$ cat src/rtl/uart_char_pkg.sv
// Shared types and control-code constants for the UART character buffer.
package uart_char_pkg;

  // Receive handshake states.
  typedef enum logic [1:0] {
    IDLE     = 2'd0,
    ACK      = 2'd1,
    WAIT_LOW = 2'd2
  } state_t;

  // Control codes recognised when control decoding is enabled.
  localparam logic [7:0] CH_BS = 8'h08;  // backspace: drop newest character
  localparam logic [7:0] CH_FF = 8'h0C;  // form feed: clear the display
  localparam logic [7:0] CH_CR = 8'h0D;  // carriage return: ignored
  localparam logic [7:0] CH_LF = 8'h0A;  // line feed: ignored

endpackage : uart_char_pkg

$ cat src/rtl/char_shift_reg.sv
// Bidirectional NUM_CHARS x DATA_W character shift register.
// push  : shift toward the oldest end, new character enters slot 0.
// pop   : shift toward slot 0, the top slot is filled with BLANK.
// clear : every slot becomes BLANK.
module char_shift_reg #(
  parameter int              NUM_CHARS = 8,
  parameter int              DATA_W    = 8,
  parameter logic [DATA_W-1:0] BLANK   = '0
) (
  input  logic                        clk,
  input  logic                        rst,
  input  logic                        push,
  input  logic                        pop,
  input  logic                        clear,
  input  logic [DATA_W-1:0]           din,
  output logic [NUM_CHARS*DATA_W-1:0] slots_flat
);

  logic [DATA_W-1:0] slots [NUM_CHARS];

  // Slot storage: clear has priority, then push, then pop.
  // NOTE: the slots are plain flops, not a RAM, so they can and must take the
  // BLANK reset value; a RAM-mapped array would be left unreset instead.
  always_ff @(posedge clk or posedge rst) begin
    if (rst) begin
      for (int i = 0; i < NUM_CHARS; i++) slots[i] <= BLANK;
    end else if (clear) begin
      for (int i = 0; i < NUM_CHARS; i++) slots[i] <= BLANK;
    end else if (push) begin
      // NOTE: non-blocking assignments make every slot read its neighbour's
      // old value, so the whole array moves one place in a single edge.
      slots[0] <= din;
      for (int i = 1; i < NUM_CHARS; i++) slots[i] <= slots[i-1];
    end else if (pop) begin
      for (int i = 0; i < NUM_CHARS - 1; i++) slots[i] <= slots[i+1];
      slots[NUM_CHARS-1] <= BLANK;
    end
  end

  // Flatten the slots; slot i sits at bits [i*DATA_W +: DATA_W].
  for (genvar g = 0; g < NUM_CHARS; g++) begin : g_flat
    assign slots_flat[g*DATA_W +: DATA_W] = slots[g];
  end

endmodule : char_shift_reg

$ cat src/rtl/uart_char_buffer.sv
// Receive-side character buffer between rcv_block and the alpha displays.
// Captures one byte per data_ready/data_read handshake, keeps the newest
// NUM_CHARS characters (newest in slot 0) and acts on backspace / clear.
module uart_char_buffer
  import uart_char_pkg::*;
#(
  parameter int                NUM_CHARS = 8,
  parameter int                DATA_W    = 8,
  parameter logic [DATA_W-1:0] BLANK     = 8'h00,
  parameter bit                CTRL_EN   = 1'b1
) (
  input  logic                           clk,
  input  logic                           rst,
  input  logic [DATA_W-1:0]              rx_data,
  input  logic                           data_ready,
  input  logic                           hold,
  output logic                           data_read,
  output logic [NUM_CHARS*DATA_W-1:0]    disp_data,
  output logic [$clog2(NUM_CHARS+1)-1:0] char_count,
  output logic                           full
);

  localparam int                CNT_W     = $clog2(NUM_CHARS + 1);
  localparam logic [CNT_W-1:0]  MAX_COUNT = CNT_W'(NUM_CHARS);
  localparam logic [DATA_W-1:0] C_BS      = DATA_W'(CH_BS);
  localparam logic [DATA_W-1:0] C_FF      = DATA_W'(CH_FF);
  localparam logic [DATA_W-1:0] C_CR      = DATA_W'(CH_CR);
  localparam logic [DATA_W-1:0] C_LF      = DATA_W'(CH_LF);

  state_t           state_q, state_d;
  logic [CNT_W-1:0] count_q, count_d;
  logic             data_read_q;
  logic             capture;
  logic             sr_push, sr_pop, sr_clear;

  // A byte is taken only in IDLE; hold overrides data_ready, even when both
  // rise together, so the receiver is stalled and the display stays frozen.
  assign capture = (state_q == IDLE) && data_ready && !hold;

  // Next-state and byte-decode logic.
  // NOTE: every output of this block gets a default first, so no path leaves
  // a signal unassigned and no latch is inferred.
  always_comb begin
    state_d  = state_q;
    count_d  = count_q;
    sr_push  = 1'b0;
    sr_pop   = 1'b0;
    sr_clear = 1'b0;

    case (state_q)
      IDLE: begin
        if (capture) begin
          state_d = ACK;
          if (CTRL_EN && rx_data == C_BS) begin
            // Backspace on an empty buffer is acknowledged but changes nothing.
            if (count_q != '0) begin
              sr_pop  = 1'b1;
              count_d = count_q - CNT_W'(1);
            end
          end else if (CTRL_EN && rx_data == C_FF) begin
            sr_clear = 1'b1;
            count_d  = '0;
          end else if (CTRL_EN && (rx_data == C_CR || rx_data == C_LF)) begin
            // Acknowledged, otherwise ignored.
          end else begin
            // Oldest character falls off the end when already full.
            sr_push = 1'b1;
            if (count_q != MAX_COUNT) count_d = count_q + CNT_W'(1);
          end
        end
      end
      ACK:      state_d = WAIT_LOW;
      // Waiting for data_ready to drop keeps one byte from being taken twice.
      WAIT_LOW: if (!data_ready) state_d = IDLE;
      default:  state_d = IDLE;
    endcase
  end

  // State, count and acknowledge registers; data_read is high exactly in ACK.
  always_ff @(posedge clk or posedge rst) begin
    if (rst) begin
      state_q     <= IDLE;
      count_q     <= '0;
      data_read_q <= 1'b0;
    end else begin
      state_q     <= state_d;
      count_q     <= count_d;
      data_read_q <= capture;
    end
  end

  char_shift_reg #(
    .NUM_CHARS (NUM_CHARS),
    .DATA_W    (DATA_W),
    .BLANK     (BLANK)
  ) u_shift (
    .clk        (clk),
    .rst        (rst),
    .push       (sr_push),
    .pop        (sr_pop),
    .clear      (sr_clear),
    .din        (rx_data),
    .slots_flat (disp_data)
  );

  assign data_read  = data_read_q;
  assign char_count = count_q;
  assign full       = (count_q == MAX_COUNT);

endmodule : uart_char_buffer

$ cat config.mk
export PLATFORM = sky130hd
export DESIGN_NAME = uart_char_buffer
export DESIGN_NICKNAME = d
export VERILOG_FILES = /design/src/rtl/uart_char_pkg.sv /design/src/rtl/char_shift_reg.sv /design/src/rtl/uart_char_buffer.sv
export SDC_FILE = /design/constraint.sdc
export NUM_CORES = 1
export LEC_CHECK = 0
export ABC_AREA = 0
export CORE_UTILIZATION = 45
export DETAILED_ROUTE_END_ITERATION = 16
export PLACE_DENSITY = 0.78
export SLEW_MARGIN = 20
export SYNTH_ARGS = -nofsm -noshare
export SYNTH_HDL_FRONTEND = slang
export SYNTH_HIERARCHICAL = 1
export SYNTH_SLANG_ARGS = --single-unit
$ cat constraint.sdc
create_clock -name clk -period 2.2 [get_ports clk]
set_input_delay 0.22 -clock clk [delete_from_list [all_inputs] [get_ports clk]]
set_output_delay 0.22 -clock clk [all_outputs]
set_load 0.01 [all_outputs]
; Yosys cells after proc, flatten, opt, wreduce, memory -nomap -nowiden
; Cells that the tools add are included.
; Widths: inputs -> output; s select.
[word_totals]
mem_bits_rw = 0
in_bits = 12
mem_bits_ro = 0
latch_bits = 0
n_memories = 0
register_bits = 71
[classes]
add_sub_neg = 2
n_mul = 0
n_eq_ne = 12
bitwise_logic = 0
shifts = 0
mux = 24
n_div = 0
n_reduce_logical = 10
n_lt_le_gt_ge = 0
[op_table]
columns = cell, count
row1 = $mux 64, 3
row2 = $eq 8x4->1 const B, 4
row3 = $mux 4, 5
row4 = $mux 1, 13
row5 = $pmux 2 s3, 1
row6 = $reduce_bool 3->1, 2
row7 = $reduce_and 5->1, 1
row8 = $add 4x1->4 const B, 1
row9 = $eq 4x4->1 const B, 1
row10 = $mux 2, 2
row11 = $ne 2x2->1 const B, 2
row12 = $ne 4x4->1 const B, 1
row13 = $reduce_bool 4->1, 1
row14 = $sub 4x1->4 const B, 1
row15 = $ne 3x3->1 const B, 1
row16 = $eq 2x1->1 const B, 1
row17 = $eq 2x2->1 const B, 1
row18 = $logic_and 1x1->1, 2
row19 = $logic_not 2->1, 1
row20 = $ne 2x1->1 const B, 1
row21 = $reduce_and 2->1, 1
row22 = $logic_not 1->1, 1
row23 = $logic_or 1x1->1, 1

; Longest topological paths before layout
[logic_depth]
ltp_word = 9
depth_mapped = 9
ltp_nobuf = 7

; Cells and area by module
; The synthesis kept the hierarchy.
[by_module_without_submodules]
columns = mod, area_per_inst_um2, cells_each, n_inst
row1 = char_shift_reg, 3259.4, 286, 1
row2 = uart_char_buffer, 558.0, 54, 1

; Worst setup path before layout
; Ideal clock, no wire load.
[synth_path]
path_kind = input -> register
startpoint = input rx_data[6]
endpoint = register u_shift.slots, in the netlist u_shift/slots_flat[15]
t_arrival_ps = 1705
required_time_ps = 2058
path_slack_ps = 353
n_path_buf = 2
setup_ps = 142
path_stages = 6
path_cell_list = or4b_4 -> nor2_1 -> and3_1 -> clkbuf_1 -> clkbuf_1 -> a211oi_1
[synth_via]
word_cells_on_any_way = 20
[synth_lines]
columns = element, line
row1 = "start, declared", uart_char_buffer.sv:14  ; input logic [DATA_W-1:0] rx_data,
row2 = $eq 8x4->1, uart_char_buffer.sv:60  ; end else if (CTRL_EN && rx_data == C_FF) begin
row3 = $mux 1, uart_char_buffer.sv:60
row4 = $mux 1 *, uart_char_buffer.sv:54  ; if (CTRL_EN && rx_data == C_BS) begin
row5 = $mux 1 *, uart_char_buffer.sv:52  ; if (capture) begin
row6 = $mux 1 *, uart_char_buffer.sv:50  ; case (state_q)
row7 = named net sr_clear, uart_char_buffer.sv:34  ; logic sr_push, sr_pop, sr_clear;
row8 = $reduce_bool 3->1 (no source line) / $mux 64 (equally long branches), -
row9 = "end, declared", char_shift_reg.sv:19  ; logic [DATA_W-1:0] slots [NUM_CHARS];
; Mark *: on every way through the listed nets, which the timed path passes. The rest lies on a longest branch.
; A chain may end at the register's enable or synchronous reset.

; Worst setup path in the final report
[layout_path]
startpoint = register count_q[1], in the netlist char_count[1]
endpoint = output full
[layout_via]
elab_chain_cells = 1
[layout_lines]
columns = element, line
row1 = "start, declared", uart_char_buffer.sv:31  ; logic [CNT_W-1:0] count_q, count_d;
row2 = "start signal, assigned", uart_char_buffer.sv:87  ; count_q <= count_d;
row3 = $eq 4x4->1, uart_char_buffer.sv:108  ; assign full = (count_q == MAX_COUNT);
row4 = "end, declared", uart_char_buffer.sv:20  ; output logic full
; Every way passes these cells.

==> run metrics <==
arrival time worst endpoint 1.89 ns; row count 33; dpl cell area 4910 sq um; share of the synthesized area in the top cell type 46.5%; number of flops mapped to enable cells by yosys 0; R2R setup slack 0.18 ns; first-pass iteration count of the detailed router 4; clk_lat worst skew 0.34 ns; Layout Skew 0.00781 ns; total power draw 0.00572 W; Final GP Congestion 0.840; asr flop ratio synth 100%; GRT Total Usage 22.0%; nets 450; share of layout cells above drive strength 1 13.9%; first-pass GRT wire length 15.2 mm; crit path from char_count[1]$_DFFE_PP0P_; RSZ-0062 raised after global routing false; Synth Area per Inst 11.2 sq um; Num CTS Buffers 9; Filler cells 682; full die area 8860 sq um; post-synthesis cell area 3820 sq um; CTS Hold Bufs 0; most common cell after layout, fill and taps aside clkdlybuf4s50_1; Via-to-Cell Ratio 5.48; number of global-route vias before repair 3,024; post-synthesis instance total 340; Most common cell on crit path inv_1; post-synth top area cell dfrtp_1; Rel. slew slack 76.1%; WP buf/inv 4; # IOs 82; fin. max-slew vios 0; CP Class reg -> out; yosys warns 6; Worst EP required 1.98 ns; DR WL/cell 16.9 microns; achievable frequency 0.475 GHz; M2 GR Usage 36.8%; chip width 94.1 microns; die height 94.1 microns; Post-Syn Nets 354; CP startpoint kind flip-flop; met3 Use GR 3.96%; CP top delay family buffers and inverters; drt drc 0; Starting Density 46.5%; H-tree depth 3; CORE AREA 8220 sq um; Leak 1.83 nW; routed vias 2,982; Crit. End Element output port; status complete, no violations; critical-path cell list inv_1, ha_1, buf_4, nand3b_1, inv_1, clkdlybuf4s50_1; busiest grt layer met2; top post-synthesis cells by area dfrtp_1 47%, mux2i_1 15%, a211oi_1 11%; antenna violations before repair 0; Unique masters post-synth 38; DR iter-0 viols 150; Layout area overhead 32.8%; count of final setup violators 0; Root Driver clkbuf_8; total grt overflow 0; grt met1 use 29.3%; Routed Antenna Nets 0; reg-to-reg critical path startpoint char_count[1]$_DFFE_PP0P_; Largest stage delay, worst path 0.53 ns; CP Max Fanout 6; sequential element share of the synthesized area 46.5%; fin crit share 95.7%; drt total wl 9.18 mm; crit path time final 2.11 ns; CTS tree built; clock sink count 71; Final Hold Fails 0; pwr/cell area 1130 nW/um^2; maxcap violations 0; slowest CP cell clkdlybuf4s50_1; #FFs+latches synth 71; final instance area 5070 sq um; worst vdd ir 498 uV; IO buf count 81; Diodes inserted 0; Worst-Margin Slew 0.355 ns; Detailed Place HPWL 6.35 mm; commonest non-fill, non-tap cells in the layout 81 x clkdlybuf4s50_1, 70 x dfrtp_1, 57 x mux2i_1, 56 x nor2b_1, 56 x a211oi_1; largest net degree at the start of global routing 65; Worst-path clk slew 0.07 ns; clk buf depth 2; Worst Hold Class in -> async; Synth Flop Type dfrtp_1
## flip-flops by register name, indices dropped and copies added (netlist names)
signal / flops
u_shift/slots_flat: 64
data_read: 1
state_q: 2
char_count: 4
## final cells by class
type / count / area (sq um) / share of cell area, %
multi-input cells: 234 / 1840 / 36.4
flip-flops and latches: 71 / 1780 / 35.1
repair buffers: 113 / 1140 / 22.5
well taps: 105 / 131 / 2.59
clock buffers: 9 / 124 / 2.44
clock inverters: 5 / 27.5 / 0.543
inverters: 7 / 26.3 / 0.518
## stage by stage
step                worst slack (ns)  setup TNS [ns]  hold slack, ns  utilization (%)  instances
CTS                          0.00667               0           0.156             61.6        543
detailed placement            -0.187           -3.27           0.525             59.8        529
finish                        0.0936               0           0.160             61.7        544
global route                  0.0240               0           0.204             61.7        544
floorplan                      0.353               0          0.0234                -        340
global placement             -0.0568          -0.951           0.528             59.8        529
## synth_stat cells (5+ instances only)
master,instances
nand2_1,9
dfrtp_1,71
or3b_1,6
a211oi_1,56
mux2i_1,57
o21ai_0,5
inv_1,7
buf_2,5
a21oi_1,9
nor2b_1,56
clkbuf_1,13
buf_6,9
## kinds of logic (layout without fill, tap and decap cells)
group                      count (synthesis)  count (layout)  synth area share [%]
buffers and inverters                     35             134                  5.38
adders and majority gates                  2               2                 0.655
DFF                                       71              71                  46.5
AOI/OAI and AO/OA                         78              78                  15.1
and+or+nand+nor                           94              94                  16.5
muxes                                     60              60                  15.8
## routing by layer
layer | part of all wire, % | routed length (microns) | up-vias
li1 | - | - | 1432
met1 | 46 | 4200 | 1465
met2 | 49 | 4530 | 76
met3 | 3.9 | 360 | 9
met4 | 1.1 | 97 | 0
met5 | 0 | 0 | -
## worst paths after layout
check                                                      to  cells after the start
setup / recovery                                         full                      6
hold / removal                         state_q[1]$_DFFE_PP0P_                      2
setup reg to reg           u_shift/slots_flat[61]$_DFFE_PP0P_                      8
hold reg to reg                           data_read$_DFF_PP0_                      1
max in group asynchronous  u_shift/slots_flat[10]$_DFFE_PP0P_                      3
min in group clk                          data_read$_DFF_PP0_                      2
## where the power goes
part / switching, W / internal [W]
sequential: 0.000607 / 0.00183
clock: 0.000462 / 0.000388
combinational: 0.000954 / 0.00148
total: 0.00202 / 0.00370
## timing repair
| item | 4_1_cts | 5_1_grt |
|---|---|---|
| endpoints found under the setup margin | 0 | 1 |
| resized for setup | 0 | 1 |
| setup buffers | 0 | 1 |
Note: power is estimated with default switching activity, not from simulation.
